--- config.mk ---
export PLATFORM = sky130hd
export DESIGN_NAME = put_unit_flat
export DESIGN_NICKNAME = d
export VERILOG_FILES = /design/src/rtl/put_unit_if.sv /design/src/rtl/put_unit.sv /design/src/flat_wrapper.sv
export SDC_FILE = /design/constraint.sdc
export NUM_CORES = 1
export LEC_CHECK = 0
export ABC_AREA = 1
export CORE_AREA = 2 2 55 57
export CTS_BUF_LIST = sky130_fd_sc_hd__clkbuf_4 sky130_fd_sc_hd__clkbuf_8
export CTS_CLUSTER_SIZE = 24
export DETAILED_ROUTE_END_ITERATION = 6
export DIE_AREA = 0 0 57 59
export GPL_TIMING_DRIVEN = 0
export PLACE_DENSITY = 0.83
export SYNTH_ARGS = -nofsm -noshare
export SYNTH_HDL_FRONTEND = slang
export SYNTH_SLANG_ARGS = --single-unit
--- constraint.sdc ---
create_clock -name Clk -period 2.7 [get_ports Clk]
set_clock_uncertainty 0.2 [all_clocks]
set_input_delay 0.27 -clock Clk [delete_from_list [all_inputs] [get_ports Clk]]
set_output_delay 0.27 -clock Clk [all_outputs]
set_load 0.05 [all_outputs]
--- src/rtl/put_unit_if.sv ---
// Request and register-file write channels of the PUT pipeline.
// The slave modport is the put_unit side; master is the requester/register-file side.
interface put_unit_if;
  logic       req_valid;
  logic       req_ready;
  logic [2:0] req_idx;
  logic [2:0] req_dest;
  logic       wr_en;
  logic [2:0] wr_addr;
  logic [7:0] wr_data;
  logic       wr_ready;

  modport slave (
    input  req_valid, req_idx, req_dest, wr_ready,
    output req_ready, wr_en, wr_addr, wr_data
  );

  modport master (
    output req_valid, req_idx, req_dest, wr_ready,
    input  req_ready, wr_en, wr_addr, wr_data
  );
endinterface

--- src/rtl/put_unit.sv ---
// Two-stage PUT pipeline: S1 presents an index to the external constant table,
// S2 holds the looked-up constant as a register-file write until it is accepted.
module put_unit (
  input  logic             Clk,
  input  logic             Reset,
  put_unit_if.slave        bus,
  input  logic             problem_ld,
  input  logic [1:0]       problem_in,
  output logic [1:0]       problem,
  output logic [2:0]       Num_put_idx,
  input  logic [7:0]       Num_to_put,
  output logic             busy,
  output logic             err_problem,
  output logic [7:0]       put_count
);

  logic       s1_valid_q, s1_valid_d;
  logic [2:0] s1_idx_q, s1_idx_d;
  logic [2:0] s1_dest_q, s1_dest_d;
  logic       s2_valid_q, s2_valid_d;
  logic [2:0] s2_addr_q, s2_addr_d;
  logic [7:0] s2_data_q, s2_data_d;
  logic [1:0] problem_q, problem_d;
  logic       err_q, err_d;
  logic [7:0] count_q, count_d;

  logic s2_free, s1_adv, accept, wr_done, busy_int;

  assign s2_free  = !s2_valid_q || bus.wr_ready;
  assign s1_adv   = s1_valid_q && s2_free;
  assign busy_int = s1_valid_q || s2_valid_q;
  assign wr_done  = s2_valid_q && bus.wr_ready;
  // Accept in the same cycle S1 drains, so back-to-back requests see no bubble.
  assign bus.req_ready = !Reset && (!s1_valid_q || s1_adv);
  assign accept        = bus.req_valid && bus.req_ready;

  always_comb begin
    s1_valid_d = s1_valid_q;
    s1_idx_d   = s1_idx_q;
    s1_dest_d  = s1_dest_q;
    s2_valid_d = s2_valid_q;
    s2_addr_d  = s2_addr_q;
    s2_data_d  = s2_data_q;
    problem_d  = problem_q;
    err_d      = err_q;
    count_d    = count_q;

    if (accept) begin
      s1_valid_d = 1'b1;
      s1_idx_d   = bus.req_idx;
      s1_dest_d  = bus.req_dest;
    end else if (s1_adv) begin
      s1_valid_d = 1'b0;
    end

    if (s1_adv) begin
      s2_valid_d = 1'b1;
      s2_addr_d  = s1_dest_q;
      s2_data_d  = Num_to_put;
    end else if (wr_done) begin
      s2_valid_d = 1'b0;
    end

    if (wr_done && (count_q != 8'hff)) begin
      count_d = count_q + 8'd1;
    end

    // Changing the problem mid-flight would corrupt pending lookups, so it is refused.
    if (problem_ld) begin
      if (busy_int || (problem_in == 2'd3)) begin
        err_d = 1'b1;
      end else begin
        problem_d = problem_in;
      end
    end
  end

  always_ff @(posedge Clk) begin
    if (Reset) begin
      s1_valid_q <= 1'b0;
      s1_idx_q   <= 3'd0;
      s1_dest_q  <= 3'd0;
      s2_valid_q <= 1'b0;
      s2_addr_q  <= 3'd0;
      s2_data_q  <= 8'd0;
      problem_q  <= 2'd0;
      err_q      <= 1'b0;
      count_q    <= 8'd0;
    end else begin
      s1_valid_q <= s1_valid_d;
      s1_idx_q   <= s1_idx_d;
      s1_dest_q  <= s1_dest_d;
      s2_valid_q <= s2_valid_d;
      s2_addr_q  <= s2_addr_d;
      s2_data_q  <= s2_data_d;
      problem_q  <= problem_d;
      err_q      <= err_d;
      count_q    <= count_d;
    end
  end

  assign bus.wr_en   = s2_valid_q;
  assign bus.wr_addr = s2_addr_q;
  assign bus.wr_data = s2_data_q;
  assign problem     = problem_q;
  assign Num_put_idx = s1_idx_q;
  assign busy        = busy_int;
  assign err_problem = err_q;
  assign put_count   = count_q;

endmodule

--- src/flat_wrapper.sv ---
// flat-port wrapper written by rule: the top's interface ports become plain ports
module put_unit_flat 
  (Clk, Reset, problem_ld, problem_in, problem, Num_put_idx, Num_to_put, busy, err_problem, put_count, bus_req_valid, bus_req_idx, bus_req_dest, bus_wr_ready, bus_req_ready, bus_wr_en, bus_wr_addr, bus_wr_data);
  put_unit_if bus_i ();
  input  logic Clk;
  input  logic Reset;
  input  logic problem_ld;
  input  logic [1:0] problem_in;
  output logic [1:0] problem;
  output logic [2:0] Num_put_idx;
  input  logic [7:0] Num_to_put;
  output logic busy;
  output logic err_problem;
  output logic [7:0] put_count;
  input wire logic [$bits(bus_i.req_valid)-1:0] bus_req_valid;
  input wire logic [$bits(bus_i.req_idx)-1:0] bus_req_idx;
  input wire logic [$bits(bus_i.req_dest)-1:0] bus_req_dest;
  input wire logic [$bits(bus_i.wr_ready)-1:0] bus_wr_ready;
  output wire logic [$bits(bus_i.req_ready)-1:0] bus_req_ready;
  output wire logic [$bits(bus_i.wr_en)-1:0] bus_wr_en;
  output wire logic [$bits(bus_i.wr_addr)-1:0] bus_wr_addr;
  output wire logic [$bits(bus_i.wr_data)-1:0] bus_wr_data;
  assign bus_i.req_valid = bus_req_valid;
  assign bus_i.req_idx = bus_req_idx;
  assign bus_i.req_dest = bus_req_dest;
  assign bus_i.wr_ready = bus_wr_ready;
  assign bus_req_ready = bus_i.req_ready;
  assign bus_wr_en = bus_i.wr_en;
  assign bus_wr_addr = bus_i.wr_addr;
  assign bus_wr_data = bus_i.wr_data;
  put_unit u_core (.Clk(Clk), .Reset(Reset), .bus(bus_i), .problem_ld(problem_ld), .problem_in(problem_in), .problem(problem), .Num_put_idx(Num_put_idx), .Num_to_put(Num_to_put), .busy(busy), .err_problem(err_problem), .put_count(put_count));
endmodule
==> flow_metrics.env <==
export IMPL_grt_max_degree=11
export IMPL_path_max_fanout=8
export IMPL_required_ps=2230
export IMPL_dpl_hpwl_um=2328
export IMPL_async_flop_share_pct=0
export IMPL_finalCritPeriodShare_pct=93.93
export IMPL_port_buffers=47
export IMPL_cts_root_buf="clkbuf_4"
export IMPL_cts_buffers=5
export IMPL_remaining_drc_errors=0
export IMPL_grt_first_pass_wirelength_um=5009
export IMPL_worstPathArrival_ps=2070
export IMPL_routed_wl_um=3047
export IMPL_core_area_um2=2710
export IMPL_p_sw_uw=275.3
export IMPL_drtIter0Drc=43
export IMPL_cts_path_max_buffers=2
export IMPL_wire_per_inst_um=12.14
export IMPL_p_seq_share_pct=50.0
export IMPL_report_final_slew_viol_count=0
export IMPL_worst_setup_hold_path_clk_slew_ps=80
export IMPL_cts_tree="done"
export IMPL_p_per_area_nw_per_um2=515.9
export IMPL_cts_htree_levels=2
export IMPL_worstSetupPathType="input pin to output port"
export IMPL_synth_nets=186
export IMPL_timing_fmax_mhz=394.3
export IMPL_synth_edf_count=0
export IMPL_cp_start_kind="input pin"
export IMPL_min_path_type="register to register"
export IMPL_fin_util_pct=67.91
export IMPL_cts_setup_buffers=0
export IMPL_period_minus_slack_ps=2536
export IMPL_setup_viol=0
export IMPL_yosysSeqAreaShare_pct=47.76
export IMPL_ir_worst_vdd_v=0.0003640
export IMPL_cts_sink_count=30
export IMPL_drive_gt1_share_pct=11.36
export IMPL_io_pins=49
export IMPL_die_h_um=59
export IMPL_yosysMostFrequentCell="dfxtp_1"
export IMPL_cp_end_kind="output port"
export IMPL_syn_inst=164
export IMPL_syn_avg_cell_area_um2=7.667
export IMPL_p_int_uw=674.2
export IMPL_design_area_um2=1841
export IMPL_synth_top_area_share_pct=47.76
export IMPL_start_util_pct=46.40
export IMPL_rsz0062_at_grt="false"
export IMPL_grt_overflow=0
export IMPL_total_power_uw=949.5
export IMPL_yosysWarnings=0
export IMPL_swShare_pct=28.99
export IMPL_slew_limit_headroom_pct=65.62
export IMPL_first_global_vias=1226
export IMPL_power_leakage_nw=0.7986
export IMPL_cts_hold_buffers_added=1
export IMPL_ctsResizeCount=0
export IMPL_syn_to_final_growth_pct=46.37
export IMPL_synth_seq_cells=30
export IMPL_synth_area_um2=1257
export IMPL_drv_cap=0
export IMPL_gp_congestion=0.7487
export IMPL_place_area_um2=1767
export IMPL_yosysUniqueCellTypes=20
export IMPL_fin_nets=241
export IMPL_worst_pin_slew_ps=514.0
export IMPL_synthFlopType="dfxtp_1"
export IMPL_grtUsageTotal_pct=19.71
export IMPL_hold_viol=0
export IMPL_antenna_found_initial=0
export IMPL_insertion_delay_ps=330
export IMPL_dieArea_um2=3363
export IMPL_combPwrFrac_pct=19.8
export IMPL_yosysTopAreaCell="dfxtp_1"
export IMPL_run_status="finished clean"
export IMPL_first_pass_iters=4
export IMPL_netlist_top_cells_count="30 x dfxtp_1, 29 x nor2_1, 23 x nand2_1"
export IMPL_row_count=19
export IMPL_num_vias=1253
export IMPL_dieWidth_um=57
export IMPL_clockPowerShare_pct=30.2
export IMPL_diodes=0
export IMPL_viasPerCell=4.992
export IMPL_synth_area_top_cells="dfxtp_1 48%, nor2_1 8.7%, nand3_1 8.4%, nand2_1 6.9%, o21ai_0 5.2%"
export IMPL_finalSetupTns_ps=0
export IMPL_antenna_left=0
[cells by family after synthesis]
family | synth area share [%]
and+or+nand+nor | 33.63
AOI/OAI and AO/OA | 10.15
buffers and inverters | 7.463
DFF | 47.76
adders and majority gates | 0.9949
[cell usage in the layout (no fill, tap or decap), drive strengths merged, types with 3 or more instances in the layout]
cell type	n
nand3	21
nand2	29
clkbuf	8
clkdlybuf4s50	47
inv	16
nor2	33
o21ai	13
nand4	3
a21oi	11
dfxtp	30
buf	4
[power groups by stage]
stage	Clock, mW	Combinational (mW)	Sequential [mW]
5_1_grt	0.315	0.200	0.477
6_report	0.287	0.188	0.474
2_1_floorplan	0	0.0516	0.543
4_1_cts	0.292	0.189	0.474
3_3_place_gp	0	0.183	0.484
3_5_place_dp	0	0.187	0.485
[path summary, 6_finish.rpt]
path                                         start                                to  slack [ps]  cells after the start
setup / recovery                             Reset                     bus_req_ready         160                      6
hold / removal      u_core.problem[0]$_SDFFE_PP0P_    u_core.problem[0]$_SDFFE_PP0P_         250                      2
setup reg to reg  u_core.put_count[0]$_SDFFE_PP0P_  u_core.put_count[4]$_SDFFE_PP0P_        1150                      8
hold reg to reg     u_core.problem[0]$_SDFFE_PP0P_    u_core.problem[0]$_SDFFE_PP0P_         250                      2
[flip-flops by register name (all words and copies together) (netlist names)]
name and count:
u_core.bus.wr_addr 3, u_core.s1_valid_q 1, u_core.bus.wr_en 1, u_core.s1_dest_q 3, u_core.bus.wr_data 8, u_core.problem 2
u_core.Num_put_idx 3, u_core.put_count 8, u_core.err_problem 1
[critical path: stages]
cell and delay (ps):
dlygate4sd3_1 550, buf_6 140, inv_2 90, nand2_1 70, inv_2 120, clkdlybuf4s50_1 820
[area by class of cell]
cell class / instances / area [µm²]
timing repair buffer: 48 / 480.5
clock buffer: 7 / 58.81
tap: 31 / 38.79
clock inverter: 1 / 5.005
buffer: 5 / 33.78
fill: 241 / 869.6
multi-input combinational: 113 / 563.0
sequential: 30 / 600.6
inverter: 16 / 60.06
[through the flow]
| step | worst slack (ps) | hold WS, ps | cells |
|---|---|---|---|
| 2_1_floorplan | 880.9 | 208.3 | 164 |
| 3_3_place_gp | 324.0 | 235.0 | 242 |
| 3_5_place_dp | 315.0 | 235.0 | 242 |
| 4_1_cts | 165.9 | 255.8 | 251 |
| 5_1_grt | 108.5 | 292.5 | 251 |
| 6_report | 163.8 | 251.0 | 251 |
[layer usage]
metal,wire length [µm],GRT usage [%],part of all wire [%],up-vias
met1,1170,18.63,38,572
met3,155,7.424,5.1,6
li1,-,-,-,640
met4,57,11.30,1.9,0
met2,1664,36.45,55,35
met5,0,0,0,-
No activity file was read; power rests on OpenSTA's default activity.
==> edit, RTL diff (same settings) <==
`s2_data_q` no longer has a reset.
--- a/src/rtl/put_unit.sv
+++ b/src/rtl/put_unit.sv
@@ -82,7 +82,6 @@
       s1_dest_q  <= 3'd0;
       s2_valid_q <= 1'b0;
       s2_addr_q  <= 3'd0;
-      s2_data_q  <= 8'd0;
       problem_q  <= 2'd0;
       err_q      <= 1'b0;
       count_q    <= 8'd0;
@@ -92,11 +91,14 @@
       s1_dest_q  <= s1_dest_d;
       s2_valid_q <= s2_valid_d;
       s2_addr_q  <= s2_addr_d;
-      s2_data_q  <= s2_data_d;
       problem_q  <= problem_d;
       err_q      <= err_d;
       count_q    <= count_d;
     end
+  end
+
+  always_ff @(posedge Clk) begin
+    s2_data_q <= s2_data_d;
   end
 
   assign bus.wr_en   = s2_valid_q;
Check against the original RTL: differs if Reset is asserted again (counterexample within 4 cycles, from zero or initial values and one cycle with Reset high); with Reset held inactive, the same outputs for 10 cycles.
==> edit against the original RTL <==
Wire length decreased by 15%; synthesized area is 4.0% lower; critical path depth did not move; design area down 1.2%; worst setup slack gained 0.25 ns; combinational power fell by 19%; first-iteration DRC count down 4.7%; sequential share of layout area rose by 4.8 points; sequential cell count unchanged; total power grew 6.9%; critical path type unchanged.
==> edit: results (changes against the original RTL) <==
Crit-path max cell delay: 0.54 ns (-0.28 ns)
WL per Instance: 11.2 µm (-7.6%)
Via-per-instance ratio: 4.76 (-4.6%)
Placed Area: 1720 µm² (-2.8%)
Flop2flop setup slack: 1.19 ns (+0.04 ns)
Placed cell count: 222 (-8.3%)
Most frequent cells after synthesis: nand2_1 (33), nand3_1 (24), dfxtp_1 (22)
Vias in the first global route: 1002 (-18%)
Min Hold Slack: 0.270 ns (+0.0192 ns)
Reg2reg path depth: 7 (-1)
Seq/Total Area, Yosys: 56.4% (+8.6 points)
Max_slew headroom: 66.2% (+0.57 points)
Post-synth net total: 166 (-11%)
Initial DRC count: 41 (-4.7%)
Synth area leaders: dfxtp_1 (36%), edfxtp_1 (20%), nand2_1 (10%)
Unique masters post-synth: 16 (-20%)
Total Wirelength: 2590 µm (-15%)
Fraction of layout cells with a size suffix above 1: 8.50% (-2.9 points)
Run status: finished clean
Worst setup margin: 0.419 ns (+0.255 ns)
Pre-CTS WS: 0.308 ns (-0.00718 ns)
Leak pwr: 0.000761 µW (-4.7%)
Placer Congestion: 0.861 (+15%)
HP Start: u_core.Num_put_idx[1]
Number of flops mapped to enable cells by yosys: 8 (+8)
-- edit: kinds of logic (layout without fill, tap and decap cells) --
| family | count (synthesis) | in the layout | share of synthesized area [%] |
|---|---|---|---|
| simple gates | 81 | 81 | 29.4 |
| buf+inv | 19 | 75 | 7.77 |
| flops | 30 | 30 | 56.4 |
| fa+ha+maj | 1 | 1 | 1.04 |
| compound gates | 13 | 13 | 5.39 |
-- edit: worst min path at each step --
stage	end	cells past startpoint
final	u_core.Num_put_idx[1]	2
after global routing	u_core.problem[1]	2
after CTS	u_core.problem[1]	2
after detailed placement	u_core.s1_dest_q[1]	2
after global placement	u_core.err_problem	2
after floorplan	u_core.bus.wr_data[0]	0
-- edit: routing by layer --
metal  GRT usage (%)  routed length (µm)  vias up
met5               0                   0        -
met4            8.97                  52        0
met3            4.15                 171        7
met2            27.8                1220       42
met1            19.8                1150      474
li1                -                   -      577
-- edit: final cells by class --
cell class / count / area share, %
clock buffers: 7 / 3.23
well taps: 31 / 2.13
repair buffers: 48 / 26.6
clock inverters: 1 / 1.65
multi-input cells: 95 / 23.8
flip-flops and latches: 30 / 37.4
inverters: 16 / 3.30
plain buffers: 3 / 1.86
-- edit: report_power, final --
| group | total [µW] | internal, µW | leakage, µW | switching [µW] |
|---|---|---|---|---|
| Sequential | 487 | 479 | 0.000253 | 8.48 |
| Combinational | 153 | 63.2 | 0.000459 | 90.1 |
| Clock | 374 | 231 | 0.0000489 | 143 |
| Total | 1010 | 773 | 0.000761 | 241 |
-- edit: timing repair --
action                                  4_1_cts  5_1_grt
hold buffers                                  1        0
endpoints found under the setup margin        0        1
resized for setup                             0        1
setup buffers                                 0        0
hold endpoints to repair                      7        0
